--- src/rtl/ram_access_ctrl_pkg.sv ---
// rtl/ram_access_ctrl_pkg.sv - shared types and constants for ram_access_ctrl
// RAM_ACCESS_CTRL_VERIFY_EN adds the W_CHECK read-back state and lengthens writes to 4 cycles.
package ram_access_pkg;

  typedef enum logic [2:0] {
    ST_IDLE,
    ST_W_SETUP,
    ST_W_STROBE,
    ST_W_HOLD,
    ST_R_ADDR,
    ST_R_SAMPLE,
    ST_R_DONE
`ifdef RAM_ACCESS_CTRL_VERIFY_EN
    , ST_W_CHECK
`endif
  } state_t;

  function automatic int depth_f(input int addr_w);
    return 1 << addr_w;
  endfunction

  // Cycles from write acceptance until IDLE is re-entered.
`ifdef RAM_ACCESS_CTRL_VERIFY_EN
  localparam int WRITE_CYCLES = 4;
`else
  localparam int WRITE_CYCLES = 3;
`endif

endpackage

--- src/rtl/ram_access_ctrl_if.sv ---
// rtl/ram_access_ctrl_if.sv - write stream, readback and RAM-side signals of ram_access_ctrl
// RAM_ACCESS_CTRL_VERIFY_EN adds the sticky verify_err flag.
interface ram_access_ctrl_if #(
  parameter int ADDR_W = 2
);
  import ram_access_pkg::*;

  localparam int DEPTH = depth_f(ADDR_W);

  logic              wr_valid;
  logic              wr_bit;
  logic              wr_ready;
  logic              rd_start;
  logic              ptr_clr;
  logic [ADDR_W-1:0] ram_addr;
  logic              ram_d;
  logic              ram_we;
  logic              ram_q;
  logic [DEPTH-1:0]  rd_word;
  logic              rd_valid;
  logic              busy;
`ifdef RAM_ACCESS_CTRL_VERIFY_EN
  logic              verify_err;
`endif

  modport master (
    input  wr_valid, wr_bit, rd_start, ptr_clr, ram_q,
`ifdef RAM_ACCESS_CTRL_VERIFY_EN
    output verify_err,
`endif
    output wr_ready, ram_addr, ram_d, ram_we, rd_word, rd_valid, busy
  );

  modport slave (
    output wr_valid, wr_bit, rd_start, ptr_clr, ram_q,
`ifdef RAM_ACCESS_CTRL_VERIFY_EN
    input  verify_err,
`endif
    input  wr_ready, ram_addr, ram_d, ram_we, rd_word, rd_valid, busy
  );

endinterface

--- src/rtl/ram_access_ctrl.sv ---
// rtl/ram_access_ctrl.sv - serial writer and full-memory reader for a gated-clock 1-bit RAM
// RAM_ACCESS_CTRL_VERIFY_EN enables post-write read-back checking into verify_err.
module ram_access_ctrl
  import ram_access_pkg::*;
#(
  parameter int ADDR_W = 2
) (
  input logic               clk,
  input logic               rst_n,
  ram_access_ctrl_if.master bus_io
);

  localparam int DEPTH = depth_f(ADDR_W);
  localparam logic [ADDR_W-1:0] LAST_IDX = ADDR_W'(DEPTH - 1);

  state_t            state_q, state_d;
  logic [ADDR_W-1:0] wr_ptr_q, wr_ptr_d;
  logic [ADDR_W-1:0] addr_q, addr_d;
  logic              d_q, d_d;
  logic              we_q, we_d;
  logic [ADDR_W-1:0] idx_q, idx_d;
  logic [DEPTH-1:0]  rd_word_q, rd_word_d;
  logic              rd_valid_q, rd_valid_d;
`ifdef RAM_ACCESS_CTRL_VERIFY_EN
  logic              verify_err_q, verify_err_d;
`endif

  always_ff @(posedge clk or negedge rst_n) begin
    if (!rst_n) begin
      state_q    <= ST_IDLE;
      wr_ptr_q   <= '0;
      addr_q     <= '0;
      d_q        <= 1'b0;
      we_q       <= 1'b0;
      idx_q      <= '0;
      rd_word_q  <= '0;
      rd_valid_q <= 1'b0;
`ifdef RAM_ACCESS_CTRL_VERIFY_EN
      verify_err_q <= 1'b0;
`endif
    end else begin
      state_q    <= state_d;
      wr_ptr_q   <= wr_ptr_d;
      addr_q     <= addr_d;
      d_q        <= d_d;
      we_q       <= we_d;
      idx_q      <= idx_d;
      rd_word_q  <= rd_word_d;
      rd_valid_q <= rd_valid_d;
`ifdef RAM_ACCESS_CTRL_VERIFY_EN
      verify_err_q <= verify_err_d;
`endif
    end
  end

  // Address only moves in IDLE exit, R_SAMPLE and R_DONE, all of which follow a cycle with ram_we low.
  always_comb begin
    state_d    = state_q;
    wr_ptr_d   = wr_ptr_q;
    addr_d     = addr_q;
    d_d        = d_q;
    we_d       = 1'b0;
    idx_d      = idx_q;
    rd_word_d  = rd_word_q;
    rd_valid_d = 1'b0;
`ifdef RAM_ACCESS_CTRL_VERIFY_EN
    verify_err_d = verify_err_q;
`endif
    case (state_q)
      ST_IDLE: begin
        if (bus_io.ptr_clr) begin
          wr_ptr_d = '0;
        end else if (bus_io.wr_valid) begin
          addr_d  = wr_ptr_q;
          d_d     = bus_io.wr_bit;
          state_d = ST_W_SETUP;
        end else if (bus_io.rd_start) begin
          addr_d  = '0;
          idx_d   = '0;
          state_d = ST_R_ADDR;
        end
      end
      ST_W_SETUP: begin
        we_d    = 1'b1;
        state_d = ST_W_STROBE;
      end
      ST_W_STROBE: begin
        state_d = ST_W_HOLD;
      end
      ST_W_HOLD: begin
        wr_ptr_d = wr_ptr_q + ADDR_W'(1);
`ifdef RAM_ACCESS_CTRL_VERIFY_EN
        state_d  = ST_W_CHECK;
`else
        state_d  = ST_IDLE;
`endif
      end
`ifdef RAM_ACCESS_CTRL_VERIFY_EN
      ST_W_CHECK: begin
        if (bus_io.ram_q != d_q) verify_err_d = 1'b1;
        state_d = ST_IDLE;
      end
`endif
      ST_R_ADDR: begin
        state_d = ST_R_SAMPLE;
      end
      ST_R_SAMPLE: begin
        rd_word_d[idx_q] = bus_io.ram_q;
        if (idx_q == LAST_IDX) begin
          state_d = ST_R_DONE;
        end else begin
          idx_d   = idx_q + ADDR_W'(1);
          addr_d  = idx_q + ADDR_W'(1);
          state_d = ST_R_ADDR;
        end
      end
      ST_R_DONE: begin
        rd_valid_d = 1'b1;
        addr_d     = wr_ptr_q;
        state_d    = ST_IDLE;
      end
      default: begin
        state_d = ST_IDLE;
      end
    endcase
  end

  assign bus_io.wr_ready = (state_q == ST_IDLE);
  assign bus_io.busy     = (state_q != ST_IDLE);
  assign bus_io.ram_addr = addr_q;
  assign bus_io.ram_d    = d_q;
  assign bus_io.ram_we   = we_q;
  assign bus_io.rd_word  = rd_word_q;
  assign bus_io.rd_valid = rd_valid_q;
`ifdef RAM_ACCESS_CTRL_VERIFY_EN
  assign bus_io.verify_err = verify_err_q;
`endif

endmodule
--- src/flat_wrapper.sv ---
// flat-port wrapper written by rule: the top's interface ports become plain ports
module ram_access_ctrl_flat import ram_access_pkg::*;
#(
  parameter int ADDR_W = 2
)
  (clk, rst_n, bus_io_wr_valid, bus_io_wr_bit, bus_io_rd_start, bus_io_ptr_clr, bus_io_ram_q, bus_io_wr_ready, bus_io_ram_addr, bus_io_ram_d, bus_io_ram_we, bus_io_rd_word, bus_io_rd_valid, bus_io_busy);
  ram_access_ctrl_if #(.ADDR_W(ADDR_W)) bus_io_i ();
  input logic clk;
  input logic rst_n;
  input wire logic [$bits(bus_io_i.wr_valid)-1:0] bus_io_wr_valid;
  input wire logic [$bits(bus_io_i.wr_bit)-1:0] bus_io_wr_bit;
  input wire logic [$bits(bus_io_i.rd_start)-1:0] bus_io_rd_start;
  input wire logic [$bits(bus_io_i.ptr_clr)-1:0] bus_io_ptr_clr;
  input wire logic [$bits(bus_io_i.ram_q)-1:0] bus_io_ram_q;
  output wire logic [$bits(bus_io_i.wr_ready)-1:0] bus_io_wr_ready;
  output wire logic [$bits(bus_io_i.ram_addr)-1:0] bus_io_ram_addr;
  output wire logic [$bits(bus_io_i.ram_d)-1:0] bus_io_ram_d;
  output wire logic [$bits(bus_io_i.ram_we)-1:0] bus_io_ram_we;
  output wire logic [$bits(bus_io_i.rd_word)-1:0] bus_io_rd_word;
  output wire logic [$bits(bus_io_i.rd_valid)-1:0] bus_io_rd_valid;
  output wire logic [$bits(bus_io_i.busy)-1:0] bus_io_busy;
  assign bus_io_i.wr_valid = bus_io_wr_valid;
  assign bus_io_i.wr_bit = bus_io_wr_bit;
  assign bus_io_i.rd_start = bus_io_rd_start;
  assign bus_io_i.ptr_clr = bus_io_ptr_clr;
  assign bus_io_i.ram_q = bus_io_ram_q;
  assign bus_io_wr_ready = bus_io_i.wr_ready;
  assign bus_io_ram_addr = bus_io_i.ram_addr;
  assign bus_io_ram_d = bus_io_i.ram_d;
  assign bus_io_ram_we = bus_io_i.ram_we;
  assign bus_io_rd_word = bus_io_i.rd_word;
  assign bus_io_rd_valid = bus_io_i.rd_valid;
  assign bus_io_busy = bus_io_i.busy;
  ram_access_ctrl #(.ADDR_W(ADDR_W)) u_core (.clk(clk), .rst_n(rst_n), .bus_io(bus_io_i));
endmodule
--- config.mk ---
export PLATFORM = sky130hd
export DESIGN_NAME = ram_access_ctrl_flat
export DESIGN_NICKNAME = d
export VERILOG_FILES = /design/src/rtl/ram_access_ctrl_pkg.sv /design/src/rtl/ram_access_ctrl_if.sv /design/src/rtl/ram_access_ctrl.sv /design/src/flat_wrapper.sv
export SDC_FILE = /design/constraint.sdc
export NUM_CORES = 1
export LEC_CHECK = 0
export CORE_MARGIN = 4
export CORE_UTILIZATION = 35
export CTS_BUF_LIST = sky130_fd_sc_hd__clkbuf_2
export CTS_CLUSTER_DIAMETER = 120
export DETAILED_ROUTE_END_ITERATION = 16
export PLACE_DENSITY_LB_ADDON = 0.08
export SLEW_MARGIN = 25
export SYNTH_ARGS = -nofsm -noshare
export SYNTH_HDL_FRONTEND = slang
export SYNTH_SLANG_ARGS = --single-unit
--- constraint.sdc ---
create_clock -name clk -period 1.75 [get_ports clk]
set_input_delay 0.2625 -clock clk [delete_from_list [all_inputs] [get_ports clk]]
set_output_delay 0.2625 -clock clk [all_outputs]
set_load 0.01 [all_outputs]
==> metrics.txt <==
# TYPE chip_impl_metric gauge
chip_impl_metric{name="gp_congestion",unit=""} 0.7149
chip_impl_metric{name="yosys.area_share.adder",unit=""} 0.05674
chip_impl_metric{name="grt_overflow_total",unit=""} 0
chip_impl_metric{name="drv.max_cap_violation_count",unit=""} 0
chip_impl_metric{name="synthXorXnorAreaFrac",unit=""} 0
chip_impl_metric{name="ys_warn_count",unit=""} 0
chip_impl_metric{name="row_count",unit=""} 17
chip_impl_metric{name="initial_antenna_violation_count",unit=""} 0
chip_impl_metric{name="fillerInstances",unit=""} 220
chip_impl_info{name="critical_path.startpoint",value="u_core.state_q[0]$_DFFE_PN0P_"} 1
chip_impl_info{name="timing.hold.worst.class",value="primary input to asynchronous set/reset pin"} 1
chip_impl_metric{name="numCtsBuffers",unit=""} 3
chip_impl_metric{name="floorplan.die.height",unit="um"} 58.20
chip_impl_metric{name="cts_hold_buf",unit=""} 0
chip_impl_metric{name="floorplan.io_pins",unit=""} 18
chip_impl_metric{name="arrival_time_reported_for_the_critical_path_endpoint",unit="ns"} 1.85
chip_impl_metric{name="dpl.cell_count",unit=""} 132
chip_impl_metric{name="netlist-cell-type-count",unit=""} 32
chip_impl_metric{name="detailedRoute.firstPassIterationCount",unit=""} 4
chip_impl_metric{name="portBuffers",unit=""} 17
chip_impl_info{name="synth_top_family_by_area",value="simple AND/OR/NAND/NOR gates"} 1
chip_impl_metric{name="finalHoldViolCount",unit=""} 0
chip_impl_metric{name="postSynthCellCount",unit=""} 86
chip_impl_metric{name="r2r_cells",unit=""} 6
chip_impl_metric{name="yosys_register_bits",unit=""} 16
chip_impl_metric{name="sequential_fraction_of_the_synthesis_area",unit=""} 0.4539
chip_impl_metric{name="clock-skew-final",unit="ns"} 0.002548
chip_impl_metric{name="area_growth_synth_to_finish",unit="%"} 28.37
chip_impl_info{name="regToRegStartpoint",value="u_core.state_q[0]$_DFFE_PN0P_"} 1
chip_impl_info{name="grt_setup_unrepaired",value="no"} 1
chip_impl_metric{name="insertion_delay_to_the_later_sink_of_the_worst_skew_pair",unit="ns"} 0.29
chip_impl_info{name="startpoint_class_of_the_critical_path",value="flip-flop"} 1
chip_impl_metric{name="post_synth_instance_area",unit="um^2"} 882.1
chip_impl_metric{name="cts.htree.levels",unit=""} 1
chip_impl_metric{name="synth_simple_gate_area_share",unit=""} 0.1986
chip_impl_metric{name="cp.required",unit="ns"} 1.95
chip_impl_info{name="timing.critical_path.to",value="u_core.bus_io.ram_addr[0]$_DFFE_PN0P_"} 1
chip_impl_info{name="timing_worst_setup_path_type",value="flip-flop to flip-flop"} 1
chip_impl_metric{name="worst-slew-pin-transition",unit="ns"} 0.2919
chip_impl_info{name="run_status",value="finished clean"} 1
chip_impl_metric{name="dp_hpwl",unit="um"} 1301
chip_impl_metric{name="final.min_clock_period",unit="ns"} 1.652
chip_impl_metric{name="cts.sinks",unit=""} 16
chip_impl_metric{name="nNetsFinal",unit=""} 122
chip_impl_metric{name="power_density",unit="nW/um^2"} 1521
chip_impl_info{name="ctsRootBufferMaster",value="clkbuf_2"} 1
chip_impl_metric{name="layout.cells.non_filler",unit=""} 138
chip_impl_metric{name="grtUsageTotal",unit=""} 0.1090
chip_impl_metric{name="placeable_area",unit="um^2"} 2297
chip_impl_metric{name="wl_per_cell",unit="um"} 12.73
chip_impl_metric{name="via_count",unit=""} 672
chip_impl_metric{name="antenna_left",unit=""} 0
chip_impl_metric{name="die-area",unit="um^2"} 3387
chip_impl_info{name="endpoint_kind",value="flip-flop"} 1
chip_impl_metric{name="setup_viol_count_final",unit=""} 0
chip_impl_metric{name="complex_gate_fraction_of_the_synthesized_area",unit=""} 0.1220
chip_impl_metric{name="report.final.slew_viol_count",unit=""} 0
chip_impl_metric{name="layout_worst_path_cycle_share",unit=""} 0.9439
chip_impl_metric{name="antenna-diode-count",unit=""} 0
chip_impl_metric{name="maxSlewHeadroom",unit=""} 0.8037
chip_impl_metric{name="maximum_fanout_along_the_worst_path",unit=""} 7
chip_impl_metric{name="post_drt_via_cell_ratio",unit=""} 4.870
chip_impl_metric{name="max-clock-path-buffers",unit=""} 2
chip_impl_metric{name="muxShareOfSynthArea",unit=""} 0.1035
chip_impl_metric{name="mappedNetlistNets",unit=""} 97
chip_impl_metric{name="timing.fmax",unit="MHz"} 605.4
chip_impl_metric{name="tns",unit="ns"} 0
chip_impl_metric{name="synth.avg_cell_area",unit="um^2"} 10.26
chip_impl_metric{name="path_clk_slew",unit="ns"} 0.15
chip_impl_metric{name="static-leakage-power",unit="uW"} 0.0004899
chip_impl_metric{name="initialDrtViolationCount",unit=""} 14
chip_impl_metric{name="grt_max_degree",unit=""} 17
chip_impl_metric{name="routed_wirelength",unit="um"} 1757
chip_impl_metric{name="initial_core_util",unit=""} 0.3840
chip_impl_metric{name="worst-r2r-setup-slack",unit="ns"} 0.1
chip_impl_metric{name="die_width",unit="um"} 58.20
chip_impl_metric{name="vdd.ir_drop.worst",unit="uV"} 767.9
chip_impl_info{name="critical_path.reg2reg.endpoint",value="u_core.bus_io.ram_addr[0]$_DFFE_PN0P_"} 1
chip_impl_metric{name="drc_errors_left",unit=""} 0
chip_impl_metric{name="grt_pass1_vias",unit=""} 622
chip_impl_metric{name="share_of_final_layout_standard_cells_stronger_than_drive_strength_1",unit=""} 0.2000
chip_impl_info{name="tritoncts",value="built"} 1
chip_impl_metric{name="grt_pass1_wl",unit="um"} 2773
## what timing repair did
action                                 in CTS  in global routing
endpoints found under the hold margin       0                  0
resized for setup                           4                  0
pin swaps                                   0                  1
setup endpoints to repair                   2                  1
setup buffers                               2                  0
gates cloned                                0                  0
## Yosys cell counts, drive strengths merged
cell	instances	area, um^2
a211oi	4	35.03
a21boi	1	7.510
a21oi	4	20.02
a2bb2oi	1	8.760
and3b	2	17.52
buf	4	35.03
clkbuf	1	3.750
dfrtp	16	400.4
ha	4	50.05
inv	5	18.77
mux2	6	71.31
mux2i	2	20.02
nand2	12	45.04
nand2b	1	6.260
nand3	3	15.01
nor2	5	23.77
nor2b	2	12.51
nor3	4	30.03
nor3b	1	7.510
o211ai	1	7.510
o21ai	4	20.01
o22a	1	8.760
or3	2	17.52
## worst min path at each step
stage | end | slack [ns] | cells after the start
2_1_floorplan | u_core.bus_io.ram_addr[0]$_DFFE_PN0P_ | -0.03 | 0
3_3_place_gp | u_core.bus_io.rd_word[0]$_DFFE_PN0P_ | 0.47 | 1
3_5_place_dp | u_core.bus_io.rd_word[1]$_DFFE_PN0P_ | 0.48 | 1
4_1_cts | u_core.bus_io.rd_word[1]$_DFFE_PN0P_ | 0.26 | 2
5_1_grt | u_core.bus_io.rd_word[1]$_DFFE_PN0P_ | 0.24 | 2
6_report | u_core.bus_io.rd_word[1]$_DFFE_PN0P_ | 0.26 | 2
## metrics by stage
| step | hold slack (ns) | total power (uW) | worst slack, ns | area (um^2) | utilization |
|---|---|---|---|---|---|
| 6_report | 0.2631 | 1722 | 0.09813 | 1132 | 0.4929 |
| 5_1_grt | 0.2433 | 1848 | 0.0005520 | 1132 | 0.4929 |
| 4_1_cts | 0.2585 | 1746 | 0.07683 | 1132 | 0.4929 |
| 3_5_place_dp | 0.4809 | 1550 | 0.06828 | 1094 | 0.4760 |
| 3_3_place_gp | 0.4745 | 1543 | 0.08975 | 1094 | 0.4760 |
| 2_1_floorplan | -0.03309 | 1183 | 0.1202 | 882.1 | - |
## cells by family after synthesis
| kind of cell | Yosys count |
|---|---|
| AND/OR/NAND/NOR | 32 |
| AO/OA/AOI/OAI | 16 |
| flip-flops | 16 |
| buffers and inverters | 10 |
| multiplexers | 8 |
| adder cells (fa/ha/maj) | 4 |
## layer usage
layer	vias to the layer above	track usage	part of all wire	wire length [um]
li1	344	-	-	-
met1	304	0.1393	0.48	851
met2	22	0.1629	0.44	765
met3	2	0.05345	0.072	126
met4	0	0.02980	0.0074	13
met5	-	0	0	0
## critical path, cell delays in order, from the launching register on
cell and delay, ns:
dfrtp_1 0.44, buf_4 0.15, buf_4 0.15, nand2_1 0.11, nor3_1 0.06, or3_4 0.34, mux2_4 0.30
## power breakdown
group	internal (uW)	switching [uW]	total, uW
Clock	49.6	118	168
Combinational	501	437	937
Sequential	519	98.3	617
## registers in the layout (all words and copies together) (netlist names)
name and cells:
u_core.state_q 3, u_core.bus_io.rd_word 4, u_core.bus_io.ram_addr 2, u_core.wr_ptr_q 2
u_core.bus_io.ram_we 1, u_core.bus_io.ram_d 1, u_core.idx_q 2, u_core.bus_io.rd_valid 1
## layout make-up
type                    count  area, um^2  share of cell area
multi-input cells          60       430.4              0.3801
inverters                   5       18.77             0.01657
well taps                  28       35.03             0.03094
flip-flops and latches     16       401.6              0.3547
clock buffers               3       15.01             0.01326
clock inverters             1       3.754            0.003315
repair buffers             25       227.7              0.2011
## cells in the final DEF, fill, tap and decap left out, types with 4 or more instances in the layout
cell type        instances
buf_4                    8
clkdlybuf4s50_1         15
mux2_1                   5
ha_1                     4
dfrtp_1                 15
a21oi_1                  4
nand2_1                 12
(Power assumes the default switching activity.)
